## src/rtl/dmem_stall_ctrl.sv

```systemverilog
`default_nettype none
// ============================================================================
// Module   : dmem_stall_ctrl
// Purpose  : Memory-stage data access controller. Turns a load/store from
//            the pipeline into a single request/response transaction on a
//            simple valid/ready memory bus. It freezes the pipeline while
//            the access is in flight, formats load data, and reports
//            misaligned accesses and response timeouts.
// Revision : 1.0 - initial release
// ----------------------------------------------------------------------------
// Parameters
//   TIMEOUT_CYCLES : cycles spent waiting for a response before a bus error
//                    is raised (1..1023)
// Ports
//   clk, rst          : clock, synchronous active-high reset
//   mem_read_i        : memory-stage instruction is a load
//   mem_write_i       : memory-stage instruction is a store (wins over read)
//   mem_size_i        : 00 byte, 01 half, 10/11 word
//   mem_unsigned_i    : zero-extend load data (sign-extend when low)
//   mem_addr_i        : byte address of the access
//   store_data_i      : store operand, data in the low bits
//   cache_stall_o     : global pipeline freeze
//   req_valid_o       : request valid, held until req_ready_i
//   req_ready_i       : memory accepts the request
//   req_we_o          : request is a write
//   req_addr_o        : word-aligned request address
//   req_wdata_o       : lane-replicated store data
//   req_wstrb_o       : byte write strobes (0 for loads)
//   resp_valid_i      : memory response / store acknowledge
//   resp_rdata_i      : response read data
//   load_data_o       : formatted load result, valid during the done cycle
//   load_valid_o      : load completed without error
//   misaligned_o      : one-cycle pulse for a rejected misaligned access
//   bus_error_o       : response timed out
// ============================================================================
module dmem_stall_ctrl #(
  parameter int TIMEOUT_CYCLES = 255
) (
  input  logic        clk,
  input  logic        rst,
  input  logic        mem_read_i,
  input  logic        mem_write_i,
  input  logic [1:0]  mem_size_i,
  input  logic        mem_unsigned_i,
  input  logic [31:0] mem_addr_i,
  input  logic [31:0] store_data_i,
  output logic        cache_stall_o,
  output logic        req_valid_o,
  input  logic        req_ready_i,
  output logic        req_we_o,
  output logic [31:0] req_addr_o,
  output logic [31:0] req_wdata_o,
  output logic [3:0]  req_wstrb_o,
  input  logic        resp_valid_i,
  input  logic [31:0] resp_rdata_i,
  output logic [31:0] load_data_o,
  output logic        load_valid_o,
  output logic        misaligned_o,
  output logic        bus_error_o
);

  // Last counter value of the wait window: the window lasts exactly
  // TIMEOUT_CYCLES cycles (count 0 .. TIMEOUT_CYCLES-1).
  localparam logic [9:0] CNT_LAST = 10'(TIMEOUT_CYCLES - 1);

  typedef enum logic [1:0] {
    S_IDLE = 2'd0,
    S_REQ  = 2'd1,
    S_WAIT = 2'd2,
    S_DONE = 2'd3
  } state_e;

  state_e      state_q, state_d;
  logic [9:0]  cnt_q, cnt_d;
  logic        we_q, we_d;
  logic [31:0] addr_q, addr_d;
  logic [31:0] wdata_q, wdata_d;
  logic [3:0]  wstrb_q, wstrb_d;
  logic [1:0]  size_q, size_d;
  logic        uns_q, uns_d;
  logic [1:0]  off_q, off_d;
  logic        err_q, err_d;
  logic [31:0] ldata_q, ldata_d;

  // --------------------------------------------------------------------------
  // Access decoding helpers
  // --------------------------------------------------------------------------
  function automatic logic is_aligned(input logic [1:0] size, input logic [1:0] off);
    case (size)
      2'b00:   return 1'b1;
      2'b01:   return ~off[0];
      default: return (off == 2'b00);
    endcase
  endfunction

  function automatic logic [3:0] store_strobe(input logic [1:0] size, input logic [1:0] off);
    case (size)
      2'b00:   return 4'b0001 << off;
      2'b01:   return 4'b0011 << off;
      default: return 4'b1111;
    endcase
  endfunction

  // The operand is replicated across all lanes so the strobes alone select
  // which bytes the memory actually writes.
  function automatic logic [31:0] store_lanes(input logic [1:0] size, input logic [31:0] data);
    case (size)
      2'b00:   return {4{data[7:0]}};
      2'b01:   return {2{data[15:0]}};
      default: return data;
    endcase
  endfunction

  function automatic logic [31:0] format_load(input logic [31:0] rdata,
                                              input logic [1:0]  size,
                                              input logic [1:0]  off,
                                              input logic        uns);
    logic [7:0]  b;
    logic [15:0] h;
    case (off)
      2'd0:    b = rdata[7:0];
      2'd1:    b = rdata[15:8];
      2'd2:    b = rdata[23:16];
      default: b = rdata[31:24];
    endcase
    h = off[1] ? rdata[31:16] : rdata[15:0];
    case (size)
      2'b00:   return uns ? {24'b0, b} : {{24{b[7]}}, b};
      2'b01:   return uns ? {16'b0, h} : {{16{h[15]}}, h};
      default: return rdata;
    endcase
  endfunction

  logic w_access;
  logic w_aligned;

  assign w_access  = mem_read_i | mem_write_i;
  assign w_aligned = is_aligned(mem_size_i, mem_addr_i[1:0]);

  // --------------------------------------------------------------------------
  // Next-state and output logic
  // --------------------------------------------------------------------------
  always_comb begin
    state_d = state_q;
    cnt_d   = cnt_q;
    we_d    = we_q;
    addr_d  = addr_q;
    wdata_d = wdata_q;
    wstrb_d = wstrb_q;
    size_d  = size_q;
    uns_d   = uns_q;
    off_d   = off_q;
    err_d   = err_q;
    ldata_d = ldata_q;

    cache_stall_o = 1'b0;
    req_valid_o   = 1'b0;
    req_we_o      = we_q;
    req_addr_o    = addr_q;
    req_wdata_o   = wdata_q;
    req_wstrb_o   = wstrb_q;
    load_data_o   = 32'b0;
    load_valid_o  = 1'b0;
    misaligned_o  = 1'b0;
    bus_error_o   = 1'b0;

    case (state_q)
      S_IDLE: begin
        // Stray responses are ignored here simply by never looking at them.
        if (w_access) begin
          if (w_aligned) begin
            // Stall in the same cycle so the pipeline does not advance past
            // the access while its request is being latched.
            cache_stall_o = 1'b1;
            state_d       = S_REQ;
            we_d          = mem_write_i;
            addr_d        = {mem_addr_i[31:2], 2'b00};
            wdata_d       = mem_write_i ? store_lanes(mem_size_i, store_data_i) : 32'b0;
            wstrb_d       = mem_write_i ? store_strobe(mem_size_i, mem_addr_i[1:0]) : 4'b0000;
            size_d        = mem_size_i;
            uns_d         = mem_unsigned_i;
            off_d         = mem_addr_i[1:0];
            cnt_d         = 10'd0;
            err_d         = 1'b0;
            ldata_d       = 32'b0;
          end else begin
            misaligned_o = 1'b1;
          end
        end
      end

      S_REQ: begin
        cache_stall_o = 1'b1;
        req_valid_o   = 1'b1;
        if (req_ready_i) begin
          state_d = S_WAIT;
          cnt_d   = 10'd0;
        end
      end

      S_WAIT: begin
        cache_stall_o = 1'b1;
        // A response arriving in the last window cycle still wins over the
        // timeout because it is tested first.
        if (resp_valid_i) begin
          state_d = S_DONE;
          err_d   = 1'b0;
          ldata_d = we_q ? 32'b0 : format_load(resp_rdata_i, size_q, off_q, uns_q);
        end else if (cnt_q == CNT_LAST) begin
          state_d = S_DONE;
          err_d   = 1'b1;
          ldata_d = 32'b0;
        end else begin
          cnt_d = cnt_q + 10'd1;
        end
      end

      S_DONE: begin
        // New accesses are not looked at here; the earliest acceptance is
        // the following idle cycle.
        load_valid_o = ~we_q & ~err_q;
        bus_error_o  = err_q;
        load_data_o  = ldata_q;
        state_d      = S_IDLE;
      end

      default: begin
        state_d = S_IDLE;
      end
    endcase

    // Keep every output quiet while reset is asserted, even before the
    // registers have been cleared by the first reset edge.
    if (rst) begin
      cache_stall_o = 1'b0;
      req_valid_o   = 1'b0;
      req_we_o      = 1'b0;
      req_addr_o    = 32'b0;
      req_wdata_o   = 32'b0;
      req_wstrb_o   = 4'b0;
      load_data_o   = 32'b0;
      load_valid_o  = 1'b0;
      misaligned_o  = 1'b0;
      bus_error_o   = 1'b0;
    end
  end

  // --------------------------------------------------------------------------
  // State registers
  // --------------------------------------------------------------------------
  always_ff @(posedge clk) begin
    if (rst) begin
      state_q <= S_IDLE;
      cnt_q   <= 10'd0;
      we_q    <= 1'b0;
      addr_q  <= 32'b0;
      wdata_q <= 32'b0;
      wstrb_q <= 4'b0;
      size_q  <= 2'b0;
      uns_q   <= 1'b0;
      off_q   <= 2'b0;
      err_q   <= 1'b0;
      ldata_q <= 32'b0;
    end else begin
      state_q <= state_d;
      cnt_q   <= cnt_d;
      we_q    <= we_d;
      addr_q  <= addr_d;
      wdata_q <= wdata_d;
      wstrb_q <= wstrb_d;
      size_q  <= size_d;
      uns_q   <= uns_d;
      off_q   <= off_d;
      err_q   <= err_d;
      ldata_q <= ldata_d;
    end
  end

endmodule
`default_nettype wire

```

## config.mk

```make
export PLATFORM = sky130hd
export DESIGN_NAME = dmem_stall_ctrl
export DESIGN_NICKNAME = d
export VERILOG_FILES = /design/src/rtl/dmem_stall_ctrl.sv
export SDC_FILE = /design/constraint.sdc
export NUM_CORES = 1
export LEC_CHECK = 0
export ABC_AREA = 1
export CAP_MARGIN = 20
export CORE_MARGIN = 2
export CORE_UTILIZATION = 48
export CTS_BUF_LIST = sky130_fd_sc_hd__clkbuf_8
export DETAILED_ROUTE_END_ITERATION = 8
export PLACE_DENSITY = 0.89
export SLEW_MARGIN = 20
export SYNTH_ARGS = -nofsm -noshare
export SYNTH_HDL_FRONTEND = slang
export SYNTH_SLANG_ARGS = --single-unit
```

## constraint.sdc

```tcl
create_clock -name clk -period 2.4 [get_ports clk]
set_clock_uncertainty 0.2 [all_clocks]
set_input_delay 0.36 -clock clk [delete_from_list [all_inputs] [get_ports clk]]
set_output_delay 0.36 -clock clk [all_outputs]
set_load 0.02 [all_outputs]
```

==> metrics.txt, run 1 <==
# TYPE chip_impl_metric gauge
chip_impl_info{name="status",value="finished, final reports clean"} 1
chip_impl_metric{name="reg2reg_depth",unit=""} 11
chip_impl_metric{name="tritoncts.num_buffers",unit=""} 17
chip_impl_metric{name="crit_required",unit="ns"} 1.84
chip_impl_metric{name="place.detailed.hpwl",unit="um"} 13600
chip_impl_metric{name="netlist-cell-type-count",unit=""} 39
chip_impl_metric{name="setup_viol",unit=""} 0
chip_impl_metric{name="timing.final.hold_violations",unit=""} 0
chip_impl_metric{name="initial_antenna_violation_count",unit=""} 0
chip_impl_metric{name="area_of_the_mapped_netlist",unit="sq um"} 6330
chip_impl_metric{name="critPathMaxStageDelay",unit="ns"} 0.47
chip_impl_metric{name="synth_compound_area_share",unit="%"} 19.3
chip_impl_info{name="critical-path-top-delay-family",value="buffers and inverters"} 1
chip_impl_info{name="cts_root_buffer",value="sky130_fd_sc_hd__clkbuf_8"} 1
chip_impl_metric{name="numPortBuffers",unit=""} 208
chip_impl_info{name="timing.critical_path.slowest_stage_cell",value="sky130_fd_sc_hd__clkdlybuf4s50_1"} 1
chip_impl_metric{name="finish.net_count",unit=""} 1289
chip_impl_info{name="min_from",value="rst"} 1
chip_impl_info{name="crit_chain",value="clkdlybuf4s50_1, o21ai_1, nand2_2, inv_2, nand3_4, a211oi_1, buf_2"} 1
chip_impl_metric{name="finalSetupTns",unit="ns"} 0
chip_impl_info{name="final_common_cell",value="sky130_fd_sc_hd__nand2_1"} 1
chip_impl_metric{name="layout.core_utilization",unit="%"} 71.0
chip_impl_metric{name="detail_route.iter0.violations",unit=""} 484
chip_impl_info{name="type_of_the_worst_min_delay_path",value="primary input to register"} 1
chip_impl_metric{name="count_of_final_max_slew_check_failures",unit=""} 0
chip_impl_metric{name="power_density",unit="nW/um^2"} 801
chip_impl_metric{name="cap_viol_max_count",unit=""} 0
chip_impl_info{name="worst_r2r_endpoint",value="ldata_q[25]"} 1
chip_impl_info{name="category_of_the_worst_setup_path_capture_point",value="primary output"} 1
chip_impl_metric{name="routed_len_inst",unit="um"} 13.9
chip_impl_metric{name="max_clock_freq",unit="GHz"} 0.422
chip_impl_metric{name="synth.ff_latch_count",unit=""} 117
chip_impl_metric{name="fin_ws",unit="ns"} 0.0281
chip_impl_info{name="crit_type",value="primary input to primary output"} 1
chip_impl_metric{name="total_congestion_overflow_after_global_routing",unit=""} 0
chip_impl_metric{name="period_minus_slack",unit="ns"} 2.37
chip_impl_metric{name="clkTransAtPathRegs",unit="ns"} 0.06
chip_impl_metric{name="drcViolationCount",unit=""} 0
chip_impl_metric{name="yosysWarnings",unit=""} 0
chip_impl_metric{name="crit_path_max_fanout",unit=""} 2
chip_impl_metric{name="hold_depth",unit=""} 4
chip_impl_metric{name="synthToLayoutAreaGrowth",unit="%"} 42.8
chip_impl_metric{name="fraction_of_final_layout_cells_with_drive_strength_greater_than_1",unit="%"} 13.3
chip_impl_metric{name="yosys.area_share.adder",unit="%"} 1.38
chip_impl_metric{name="crit_arrival",unit="ns"} 1.81
chip_impl_metric{name="clkLatencyLatePin",unit="ns"} 0.45
chip_impl_metric{name="pin_count_of_the_biggest_net_entering_global_routing",unit=""} 71
chip_impl_metric{name="async_reset_ff_share",unit="%"} 0
chip_impl_metric{name="initial_utilization",unit="%"} 49.7
chip_impl_metric{name="vias_per_cell",unit=""} 5.02
chip_impl_info{name="dominantRegCellSynth",value="sky130_fd_sc_hd__dfxtp_1"} 1
chip_impl_info{name="cts_tree",value="built"} 1
chip_impl_metric{name="dieArea",unit="sq um"} 14100
chip_impl_metric{name="cts-root-to-sink-buffers",unit=""} 2
chip_impl_metric{name="ys_seq_area_share",unit="%"} 37.0
chip_impl_metric{name="p_leak",unit="uW"} 0.00378
chip_impl_metric{name="grt_pass1_vias",unit=""} 6268
chip_impl_metric{name="synth_enable_flop_cells",unit=""} 0
chip_impl_metric{name="die_height",unit="um"} 119
chip_impl_metric{name="peakVddDrop",unit="uV"} 601
chip_impl_metric{name="synth-simple-area-share",unit="%"} 28.8
chip_impl_metric{name="syn_avg_cell_area",unit="sq um"} 6.52
chip_impl_metric{name="drtPass1Iterations",unit=""} 5
chip_impl_metric{name="antennaDiodeCount",unit=""} 0
chip_impl_info{name="startpoint_type",value="primary input"} 1
chip_impl_info{name="critical_path.reg2reg.startpoint",value="state_q[0]"} 1
chip_impl_metric{name="critical_path.n_buffers_inverters",unit=""} 3
chip_impl_metric{name="postRouteAntennaNets",unit=""} 0
chip_impl_metric{name="syn_inst",unit=""} 971
chip_impl_metric{name="post_cts_hold_buffer_count",unit=""} 0
chip_impl_metric{name="fraction_of_synthesized_cell_area_in_xor_and_xnor_cells",unit="%"} 0.415
chip_impl_metric{name="grt_first_pass_wirelength",unit="um"} 30200
chip_impl_metric{name="core",unit="sq um"} 12700
chip_impl_metric{name="number_of_h_tree_levels",unit=""} 4
chip_impl_metric{name="ios",unit=""} 211
chip_impl_info{name="layout_common_cells",value="sky130_fd_sc_hd__nand2_1 (203), sky130_fd_sc_hd__nor2_1 (188), sky130_fd_sc_hd__clkdlybuf4s50_1 (169)"} 1
chip_impl_metric{name="post-place-ws",unit="ns"} -0.520
chip_impl_metric{name="period_share",unit="%"} 98.8
chip_impl_metric{name="globalplace.congestion",unit=""} 0.896
chip_impl_info{name="synth_top_family_by_area",value="simple AND/OR/NAND/NOR gates"} 1
chip_impl_metric{name="clock-sinks",unit=""} 117
chip_impl_metric{name="grt.total_usage",unit="%"} 26.5
chip_impl_metric{name="rows",unit=""} 41
chip_impl_metric{name="rrSetupSlack",unit="ns"} 0.27
chip_impl_info{name="min_to",value="wdata_q[27]"} 1
chip_impl_metric{name="detailroute.via_count",unit=""} 6831
chip_impl_metric{name="synth.mux.area_fraction",unit="%"} 0
chip_impl_metric{name="drt-total-wl",unit="um"} 19000
chip_impl_metric{name="die_x",unit="um"} 119
flip-flops by register name, indices dropped and copies added (netlist names):
signal,flops
wstrb_q,4
size_q,2
cnt_q,10
we_q,1
off_q,2
wdata_q,32
state_q,2
err_q,1
ldata_q,32
addr_q,30
uns_q,1
worst register-to-register path, delay by kind of cell (launching register included):
kind / cells / cell delay (ns)
and+or+nand+nor: 6 / 0.62
adders and majority gates: 1 / 0.27
DFF: 1 / 0.38
buffers and inverters: 4 / 0.54
synthesized netlist by cell type, types with 2 or more instances:
cell type                  number  share of area, %
sky130_fd_sc_hd__ha_1           7               1.4
sky130_fd_sc_hd__inv_1        134               7.9
sky130_fd_sc_hd__buf_1          7              0.42
sky130_fd_sc_hd__nand2_1      204                12
sky130_fd_sc_hd__nand3b_1       3              0.36
sky130_fd_sc_hd__a21oi_2       10               1.4
sky130_fd_sc_hd__o22ai_1        8              0.79
sky130_fd_sc_hd__o221ai_1       3              0.42
sky130_fd_sc_hd__inv_2          4              0.24
sky130_fd_sc_hd__a211oi_1       2              0.24
sky130_fd_sc_hd__nand3_2        4              0.63
sky130_fd_sc_hd__or2_2         12               1.2
sky130_fd_sc_hd__clkbuf_1      22               1.3
sky130_fd_sc_hd__dfxtp_1      117                37
sky130_fd_sc_hd__buf_6          6               1.1
sky130_fd_sc_hd__xor2_1         3              0.42
sky130_fd_sc_hd__buf_4          7              0.83
sky130_fd_sc_hd__nand2_2       13               1.3
sky130_fd_sc_hd__nand3_1        9              0.71
sky130_fd_sc_hd__a21oi_1       53               4.2
sky130_fd_sc_hd__nor2_2         3              0.30
sky130_fd_sc_hd__o211ai_1      17               2.0
sky130_fd_sc_hd__buf_2         15               1.2
sky130_fd_sc_hd__nor2_1       188                11
sky130_fd_sc_hd__o21ai_2       19               2.6
sky130_fd_sc_hd__o21ai_0       88               7.0
metrics by stage:
step	total power [uW]	cell area [sq um]	std cells	hold WS, ns
final	7230	9030	1362	0.100
after global routing	7660	9030	1362	0.0967
after CTS	7220	9040	1362	0.0789
after detailed placement	5390	8650	1330	0.243
after global placement	5320	8650	1330	0.238
after floorplan	4440	6330	972	0.230
how the worst max path moves through the flow:
| stage | start | end | slack (ns) | depth (start not counted) |
|---|---|---|---|---|
| 2_1_floorplan | rst | load_valid_o | 0.23 | 6 |
| 3_3_place_gp | mem_size_i[0] | addr_q[14] | -0.43 | 11 |
| 3_5_place_dp | mem_size_i[0] | addr_q[3] | -0.52 | 11 |
| 4_1_cts | state_q[1] | req_valid_o | 0.02 | 5 |
| 5_1_grt | mem_addr_i[1] | cache_stall_o | -0.01 | 7 |
| 6_report | mem_addr_i[1] | cache_stall_o | 0.03 | 7 |
area by class of cell:
| class | count | area [sq um] |
|---|---|---|
| fillers | 1069 | 3690 |
| repair buffers | 243 | 2380 |
| multi-input cells | 660 | 3170 |
| flip-flops and latches | 117 | 2340 |
| well taps | 172 | 215 |
| inverters | 138 | 518 |
| clock buffers | 21 | 289 |
| clock inverters | 11 | 109 |
routing by layer:
metal / GRT usage (%) / vias up / share of wire [%]
li1: - / 3424 / -
met1: 31.7 / 3065 / 41
met2: 43.6 / 292 / 47
met3: 8.57 / 50 / 8.6
met4: 11.1 / 0 / 3.0
met5: 0 / - / 0
power by group:
part	internal [uW]	switching, uW	leakage, uW	total, uW
sequential	2270	148	0.000955	2410
clock	1010	806	0.000207	1820
combinational	1130	1870	0.00261	3000
timing repair:
action | in CTS | in global routing
gates resized for setup | 71 | 26
buffers inserted | 0 | 0
setup endpoints to repair | 49 | 53
cells by family (layout without fill, tap and decap cells):
| group | Yosys count | after routing |
|---|---|---|
| xor gates and xnor gates | 3 | 3 |
| and+or+nand+nor | 442 | 442 |
| other | 1 | 2 |
| adders and majority gates | 7 | 7 |
| DFF | 117 | 117 |
| buffers and inverters | 195 | 413 |
| AOI/OAI and AO/OA | 206 | 206 |
Power figures use the tool's default switching activity.
==> inputs of run 2 (changes only) <==
Settings changed: CTS_CLUSTER_DIAMETER from default to 30.
==> results of run 2 <==
No change in the layout: final DEF, timing and power equal those of run 1.
==> inputs of run 3 (changes only) <==
Settings changed: CORE_UTILIZATION 48 to 46, CTS_BUF_LIST sky130_fd_sc_hd__clkbuf_8 to default, PLACE_DENSITY 0.89 to 0.86.
==> run 3 against run 2 <==
  * Non-clock buffer count grew 6
  * Sequential cell count unchanged
  * Sequential share of layout area decreased by 0.87 points
  * Critical path depth grew 1
  * Critical endpoint unchanged
  * Largest cell class unchanged
  * Largest power group unchanged
==> metrics.txt, run 3 (synthesized netlist as in run 1, its figures left out) <==
# TYPE chip_impl_metric gauge
chip_impl_info{name="rsz0062_at_grt",value="no"} 1
chip_impl_metric{name="core",unit="sq um"} 13300
chip_impl_metric{name="place.detailed.hpwl",unit="um"} 13600
chip_impl_metric{name="timing.final.hold_violations",unit=""} 0
chip_impl_metric{name="power_dissipated_by_switching_net_loads",unit="uW"} 2910
chip_impl_metric{name="non_filler_cells_in_the_finished_layout",unit=""} 1371
chip_impl_metric{name="power_density",unit="nW/um^2"} 889
chip_impl_metric{name="antennaDiodeCount",unit=""} 0
chip_impl_metric{name="combinationalPowerShare",unit="%"} 37.1
chip_impl_metric{name="period_minus_slack",unit="ns"} 2.32
chip_impl_info{name="cts_root_buffer",value="sky130_fd_sc_hd__clkbuf_16"} 1
chip_impl_metric{name="max_clock_freq",unit="GHz"} 0.430
chip_impl_info{name="critical-path-top-delay-family",value="buffers and inverters"} 1
chip_impl_metric{name="crit_required",unit="ns"} 1.84
chip_impl_info{name="category_of_the_worst_setup_path_capture_point",value="primary output"} 1
chip_impl_metric{name="critical_path.n_buffers_inverters",unit=""} 3
chip_impl_metric{name="grt_pass1_vias",unit=""} 6484
chip_impl_info{name="final_common_cell",value="sky130_fd_sc_hd__nand2_1"} 1
chip_impl_metric{name="drtPass1Iterations",unit=""} 8
chip_impl_info{name="status",value="finished, final reports clean"} 1
chip_impl_metric{name="ios",unit=""} 211
chip_impl_metric{name="finish.net_count",unit=""} 1295
chip_impl_metric{name="vias_per_cell",unit=""} 5.03
chip_impl_metric{name="crit_arrival",unit="ns"} 1.76
chip_impl_metric{name="share_seq_of_total_power",unit="%"} 29.0
chip_impl_metric{name="clkPwrFrac",unit="%"} 33.9
chip_impl_metric{name="clock-sinks",unit=""} 117
chip_impl_metric{name="peakVddDrop",unit="uV"} 434
chip_impl_metric{name="postRouteAntennaNets",unit=""} 0
chip_impl_metric{name="period_share",unit="%"} 96.8
chip_impl_metric{name="pin_count_of_the_biggest_net_entering_global_routing",unit=""} 64
chip_impl_metric{name="dieArea",unit="sq um"} 14700
chip_impl_metric{name="detail_route.iter0.violations",unit=""} 537
chip_impl_info{name="crit_chain",value="clkdlybuf4s50_1, nor2_2, nand2_1, nand2_1, inv_2, nand3_4, a211oi_2, buf_4"} 1
chip_impl_metric{name="post_cts_hold_buffer_count",unit=""} 0
chip_impl_metric{name="numPortBuffers",unit=""} 208
chip_impl_metric{name="drt-total-wl",unit="um"} 19200
chip_impl_metric{name="total_congestion_overflow_after_global_routing",unit=""} 0
chip_impl_metric{name="fraction_of_final_layout_cells_with_drive_strength_greater_than_1",unit="%"} 12.8
chip_impl_metric{name="p_leak",unit="uW"} 0.00398
chip_impl_metric{name="initial_utilization",unit="%"} 47.4
chip_impl_metric{name="cts-root-to-sink-buffers",unit=""} 2
chip_impl_metric{name="die_height",unit="um"} 121
chip_impl_metric{name="crit_path_max_fanout",unit=""} 4
chip_impl_metric{name="p_int",unit="uW"} 5390
chip_impl_metric{name="postCtsSetupRepairBufs",unit=""} 0
chip_impl_metric{name="clkTransAtPathRegs",unit="ns"} 0.05
chip_impl_metric{name="drcViolationCount",unit=""} 0
chip_impl_metric{name="rows",unit=""} 42
chip_impl_info{name="crit_type",value="primary input to primary output"} 1
chip_impl_metric{name="grt_first_pass_wirelength",unit="um"} 30700
chip_impl_metric{name="switching_share",unit="%"} 35.0
chip_impl_metric{name="critPathMaxStageDelay",unit="ns"} 0.55
chip_impl_info{name="cpMostUsedCell",value="sky130_fd_sc_hd__nand2_1"} 1
chip_impl_metric{name="clkLatencyLatePin",unit="ns"} 0.41
chip_impl_metric{name="finalSetupTns",unit="ns"} 0
chip_impl_info{name="timing.critical_path.slowest_stage_cell",value="sky130_fd_sc_hd__clkdlybuf4s50_1"} 1
chip_impl_metric{name="initial_antenna_violation_count",unit=""} 0
chip_impl_metric{name="number_of_h_tree_levels",unit=""} 4
chip_impl_metric{name="cap_viol_max_count",unit=""} 0
chip_impl_info{name="cts_tree",value="built"} 1
chip_impl_metric{name="count_of_final_max_slew_check_failures",unit=""} 0
chip_impl_info{name="type_of_the_worst_min_delay_path",value="primary input to register"} 1
chip_impl_metric{name="routed_len_inst",unit="um"} 14.0
chip_impl_metric{name="setup_viol",unit=""} 0
chip_impl_info{name="layout_common_cells",value="sky130_fd_sc_hd__nand2_1 (204), sky130_fd_sc_hd__nor2_1 (188), sky130_fd_sc_hd__clkdlybuf4s50_1 (170)"} 1
chip_impl_metric{name="globalplace.congestion",unit=""} 0.925
chip_impl_metric{name="tritoncts.num_buffers",unit=""} 17
chip_impl_metric{name="synthToLayoutAreaGrowth",unit="%"} 47.6
chip_impl_info{name="reg.largest.list",value="ldata_q (32), wdata_q (32), addr_q (30)"} 1
chip_impl_info{name="startpoint_type",value="primary input"} 1
chip_impl_metric{name="grt.total_usage",unit="%"} 26.3
chip_impl_metric{name="numPlacedInstances",unit=""} 1340
chip_impl_metric{name="hold-worst-slack",unit="ns"} 0.0436
chip_impl_metric{name="die_x",unit="um"} 121
chip_impl_metric{name="detailroute.via_count",unit=""} 6899
## run 3: layout make-up
class                      count  area (sq um)
clock buffer                  22           484
clock inverter                 9           173
fill                        1101          4010
inverter                     138           518
multi-input combinational    660          3180
sequential                   117          2340
tap                          176           220
timing repair buffer         249          2420
## run 3: power by group through the flow
stage	Combinational [uW]	Sequential (uW)	Clock (uW)
floorplan	2040	2400	0
global placement	2980	2430	0
detailed placement	3020	2440	0
CTS	3060	2400	2860
global route	3390	2440	2940
finish	3080	2410	2820
## run 3: path summary, 6_finish.rpt
kind                  from             to  slack, ns  cells after the start
max          mem_size_i[1]  cache_stall_o       0.08                      8
min                    rst       cnt_q[1]       0.04                      2
max reg2reg     state_q[0]     ldata_q[9]       0.22                      9
min reg2reg     addr_q[15]     addr_q[15]       0.25                      2
## run 3: stage by stage
| step | instance area [sq um] | setup WS [ns] | utilization (%) | power (uW) |
|---|---|---|---|---|
| 6_report | 9340 | 0.0758 | 70.0 | 8300 |
| 5_1_grt | 9340 | 0.00424 | 70.0 | 8770 |
| 4_1_cts | 9360 | 0.00637 | 70.1 | 8320 |
| 3_5_place_dp | 8730 | -0.499 | 65.4 | 5460 |
| 3_3_place_gp | 8730 | -0.426 | 65.4 | 5400 |
| 2_1_floorplan | 6330 | 0.230 | - | 4440 |
## run 3: worst reg2reg max path, cell delays in order, from the launching register on
cell and delay (ns):
sky130_fd_sc_hd__dfxtp_1 0.36, sky130_fd_sc_hd__inv_1 0.08, sky130_fd_sc_hd__ha_1 0.26, sky130_fd_sc_hd__inv_1 0.23, sky130_fd_sc_hd__nor2_1 0.12, sky130_fd_sc_hd__nand2_2 0.13, sky130_fd_sc_hd__nand4_4 0.20, sky130_fd_sc_hd__inv_2 0.30
sky130_fd_sc_hd__nand2_2 0.11, sky130_fd_sc_hd__a21oi_2 0.13
## run 3: what timing repair did
action | in CTS | in global routing
gates cloned | 0 | 0
gates resized for setup | 45 | 24
endpoints found under the setup margin | 36 | 67
## run 3: routing by layer
metal  routed length, um  global-route usage [%]
met5                   0                       0
met4                 538                    11.1
met3                1600                    7.71
met2                9140                    44.0
met1                7910                    31.5
